--- src/rtl/sample_loader_pkg.sv ---
// sample_loader_pkg: shared FSM state type and default parameters for the sample loader
package sample_loader_pkg;
  typedef enum logic {FILL = 1'b0, PRESENT = 1'b1} state_t;
  localparam int NSAMP         = 8;
  localparam int DEF_DATAWIDTH = 16;
  localparam int DEF_SHAMT     = 1;
endpackage

--- src/rtl/sample_bank.sv ---
// sample_bank: eight-entry register bank, addressed write, async active-low clear
//   i_clk, i_rst_n : clock, async active-low clear
//   i_we, i_addr   : write enable and 3-bit entry address
//   i_wdata        : sample to store
//   o_q            : all eight stored samples
module sample_bank
  import sample_loader_pkg::*;
#(
  parameter int DATAWIDTH = DEF_DATAWIDTH
) (
  input  logic                 i_clk,
  input  logic                 i_rst_n,
  input  logic                 i_we,
  input  logic [2:0]           i_addr,
  input  logic [DATAWIDTH-1:0] i_wdata,
  output logic [DATAWIDTH-1:0] o_q [NSAMP]
);
  logic [DATAWIDTH-1:0] r_q [NSAMP];
  always_ff @(posedge i_clk or negedge i_rst_n)
    if (!i_rst_n) for (int i = 0; i < NSAMP; i++) r_q[i] <= '0;
    else if (i_we) r_q[i_addr] <= i_wdata;
  assign o_q = r_q;
endmodule

--- src/rtl/sample_loader.sv ---
// sample_loader: gathers eight serial samples into a parallel frame with valid/ready handshake
//   Clk, Rst                    : clock, async active-low reset
//   in_data, in_valid, in_ready : serial sample input handshake
//   flush                       : discard partial or presented frame
//   a..h                        : frame samples in arrival order
//   sa                          : constant per-stage shift amount
//   frame_valid, frame_ready    : frame output handshake
//   frame_count                 : completed frame handshakes, wrapping
module sample_loader
  import sample_loader_pkg::*;
#(
  parameter int DATAWIDTH = DEF_DATAWIDTH,
  parameter int NSAMP     = 8,
  parameter int SHAMT     = DEF_SHAMT
) (
  input  logic                        Clk,
  input  logic                        Rst,
  input  logic signed [DATAWIDTH-1:0] in_data,
  input  logic                        in_valid,
  output logic                        in_ready,
  input  logic                        flush,
  output logic signed [DATAWIDTH-1:0] a,
  output logic signed [DATAWIDTH-1:0] b,
  output logic signed [DATAWIDTH-1:0] c,
  output logic signed [DATAWIDTH-1:0] d,
  output logic signed [DATAWIDTH-1:0] e,
  output logic signed [DATAWIDTH-1:0] f,
  output logic signed [DATAWIDTH-1:0] g,
  output logic signed [DATAWIDTH-1:0] h,
  output logic [7:0]                  sa,
  output logic                        frame_valid,
  input  logic                        frame_ready,
  output logic [7:0]                  frame_count
);
  state_t               r_state, w_next;
  logic [2:0]           r_idx;
  logic [7:0]           r_count;
  logic                 w_accept, w_done;
  logic [DATAWIDTH-1:0] w_q [8];
  // flush wins over both a sample write and a frame handshake
  assign w_accept = in_valid && in_ready && !flush;
  assign w_done   = (r_state == PRESENT) && frame_ready && !flush;
  always_comb begin
    w_next      = r_state;
    in_ready    = (r_state == FILL);
    frame_valid = (r_state == PRESENT);
    if (flush) w_next = FILL;
    else if (w_accept && r_idx == 3'd7) w_next = PRESENT;
    else if (w_done) w_next = FILL;
  end
  always_ff @(posedge Clk or negedge Rst)
    if (!Rst) begin
      r_state <= FILL;
      r_idx   <= '0;
      r_count <= '0;
    end else begin
      r_state <= w_next;
      r_idx   <= flush ? 3'd0 : w_accept ? r_idx + 3'd1 : r_idx;
      r_count <= w_done ? r_count + 8'd1 : r_count;
    end
  sample_bank #(.DATAWIDTH(DATAWIDTH)) u_bank (
    .i_clk   (Clk),
    .i_rst_n (Rst),
    .i_we    (w_accept),
    .i_addr  (r_idx),
    .i_wdata (in_data),
    .o_q     (w_q)
  );
  assign {a, b, c, d} = {w_q[0], w_q[1], w_q[2], w_q[3]};
  assign {e, f, g, h} = {w_q[4], w_q[5], w_q[6], w_q[7]};
  assign sa          = 8'(SHAMT);
  assign frame_count = r_count;
endmodule

--- config.mk ---
export PLATFORM = sky130hd
export DESIGN_NAME = sample_loader
export DESIGN_NICKNAME = d
export VERILOG_FILES = /design/src/rtl/sample_loader_pkg.sv /design/src/rtl/sample_bank.sv /design/src/rtl/sample_loader.sv
export SDC_FILE = /design/constraint.sdc
export NUM_CORES = 1
export LEC_CHECK = 0
export CORE_UTILIZATION = 40
export DETAILED_ROUTE_END_ITERATION = 7
export HOLD_SLACK_MARGIN = 0.12
export PLACE_DENSITY = 0.7
export SYNTH_ARGS = -nofsm -noshare
export SYNTH_HDL_FRONTEND = slang
export SYNTH_HIERARCHICAL = 1
export SYNTH_SLANG_ARGS = --single-unit
--- constraint.sdc ---
create_clock -name Clk -period 2.2 [get_ports Clk]
set_input_delay 0.44 -clock Clk [delete_from_list [all_inputs] [get_ports Clk]]
set_output_delay 0.44 -clock Clk [all_outputs]
set_load 0.1 [all_outputs]
==> flow_metrics.tcl <==
set metrics [dict create \
    synthesis.instances 336 \
    fp.dieW_microns 120 \
    postCtsSetupBuffers 0 \
    reg2reg_from "frame_valid" \
    cts_made_buffers 17 \
    finalSetupViolCount 0 \
    num-nets-final 543 \
    synth_seq_cells 140 \
    clock-root-buffer "clkbuf_16" \
    max_freq_mhz 505 \
    peakVddDrop_uv 666 \
    cts.clk_slew.worst_paths_ns 0.06 \
    path_max_fanout 12 \
    syn_avg_cell_area_sq_um 16.5 \
    cts_resized 0 \
    power.density_nw_per_um2 1350 \
    drive_above_1_share_pct 62.8 \
    insertion_delay_ns 0.42 \
    synth_xor_xnor_area_share_pct 1.26 \
    drtIter0Drc 128 \
    dieArea_sq_um 14300 \
    wl_per_cell_microns 17.8 \
    start_util_pct 41.4 \
    critPathMostFrequentCell "buf_4" \
    fin_crit_sh_pct 90.0 \
    dp_hpwl_microns 8710 \
    hp-class "reg2reg" \
    area_delta_synth_final_pct 39.7 \
    final_common_cell "buf_4" \
    dr.pass1.iters 4 \
    reg2reg_depth 6 \
    setup_tns_ns 0 \
    timing.hold.ws_ns 0.483 \
    reg2reg_slack_ns 0.22 \
    ctsHtreeMaxLevel 4 \
    seq_area_frac_synth_pct 63.1 \
    routed_wirelength_microns 12600 \
    synth_top_family_by_area "multiplexers" \
    port_buffers 158 \
    crit_slowest_cell "dfrtp_4" \
    path_cells "nand2b_1, nor2_1, buf_4, nor4bb_4, buf_4, mux2_2" \
    worstHoldStart "frame_count[7]" \
    track_usage_pct 18.9 \
    slew_viol_final 0 \
    cts.hold.buffers_added 1 \
    worst_ep_required_time_ns 2.50 \
    endpoint_kind "register" \
    grt_start_max_net_pins 53 \
    worstMarginPinSlew_ns 0.555 \
    synth_cell_type_count 27 \
    die_y_microns 120 \
    core_sq_um 13400 \
    rsz0062_at_grt "false" \
    viasPerCell 4.79 \
    drc 0 \
    skew_ns 0.00797 \
    rows 42 \
    hold-path-cell-count 1 \
    slowest_delay_ns 0.51 \
    hold_end "frame_count[7]" \
    cts_buffer_depth 2 \
    period_minus_slack_ns 1.98 \
    antenna_found_initial 0 \
    cts_tree "yes" \
    final_cell_mix "154 x buf_4, 139 x dfrtp_1, 119 x mux2_2" \
    rr_endpoint "u_bank/o_q[94]" \
    place_area_sq_um 7140 \
    power.leakage_nw 4.03 \
    arrival_ns 2.28 \
    antenna_cells 0 \
    crit_type "reg2reg" \
    status "finished clean" \
    maxCapViolations 0 \
    fin_area_sq_um 7750 \
    yosysWarnings 6 \
    synthSimpleGateAreaFrac_pct 4.10 \
    synthAdderAreaFrac_pct 0.677 \
    io_pins 167 \
    synthMuxAreaShare_pct 27.2 \
    grt_pass1_wl_microns 20000 \
    overflow 0 \
    cts.sinks 140 \
    place.gp.congestion 0.709 \
    drtAntennaViolNets 0 \
    grt_pass1_vias 3500 \
    startpoint_type "register" \
    via_count 3389 \
    max_slew_margin_pct 63.0 \
    hold_violations 0 \
    synth-compound-area-share_pct 0.113 \
    netlist_area_sq_um 5550 \
]
layout make-up:
class                      instances  area (sq um)
clock inverter                    10           111
clock buffer                      22           494
fill                            1067          5650
tap                              176           220
timing repair buffer             181          1490
multi-input combinational        178          1930
sequential                       140          3510
inverter                           1          3.75
Yosys cell counts (all sizes together):
library cell | instances | share of area [%]
xor2 | 6 | 0.95
buf | 23 | 3.3
nand2b | 1 | 0.11
nor2b | 1 | 0.11
mux2 | 129 | 27
nand3 | 1 | 0.090
nor3 | 2 | 0.36
nand3b | 1 | 0.36
a31oi | 1 | 0.11
nor2 | 8 | 0.54
xnor2 | 2 | 0.32
nand2 | 2 | 0.14
nand4b | 4 | 0.97
nand4 | 3 | 0.45
nor4b | 1 | 0.43
dfrtp | 140 | 63
nor4bb | 3 | 0.54
mux2i | 2 | 0.36
inv | 1 | 0.068
ha | 3 | 0.68
conb | 2 | 0.14
critical path: cells and delay by family, from the launching register on:
kind | cells | cell delay [ns]
flops | 1 | 0.51
mux | 1 | 0.36
simple gates | 3 | 0.56
buf+inv | 2 | 0.41
worst max-delay path by stage:
stage                     start              end  slack (ns)  cells past startpoint
floorplan           frame_valid  u_bank/o_q[101]       0.006                      7
global placement       in_valid   u_bank/o_q[59]       -0.15                      7
detailed placement     in_valid   u_bank/o_q[84]       -0.14                      7
CTS                 frame_valid   u_bank/o_q[84]        0.18                      6
global route        frame_valid   u_bank/o_q[54]        0.05                      6
finish              frame_valid   u_bank/o_q[94]        0.22                      6
sequential cells by signal (all words and copies together), names as in the netlist:
register,flops
frame_count,8
frame_valid,1
r_idx,3
u_bank/o_q,128
routing by layer:
layer	global-route usage, %	routed length, microns	up-vias
li1	-	-	1550
met1	25.1	5680	1714
met2	29.2	6010	111
met3	6.32	732	14
met4	6.09	150	0
met5	0	0	-
power breakdown:
group	internal [mW]	switching, mW
Combinational	0.897	3.46
Sequential	2.98	0.244
Clock	1.81	1.05
Total	5.69	4.75
through the flow:
step	cells	total power [mW]	setup WS [ns]	utilization [%]
4_1_cts	708	10.5	0.178	57.8
5_1_grt	708	10.8	0.0548	57.8
3_3_place_gp	675	7.61	-0.146	53.2
6_report	708	10.4	0.221	57.8
2_1_floorplan	342	6.66	0.00618	-
3_5_place_dp	675	7.65	-0.140	53.2
kinds of logic (layout without fill, tap and decap cells):
family,count (synthesis),after routing
flops,140,140
mux,131,131
simple gates,27,27
buf+inv,24,214
xor+xnor,8,8
fa+ha+maj,3,3
other cells,2,8
compound gates,1,1
(Power assumes the default switching activity.)
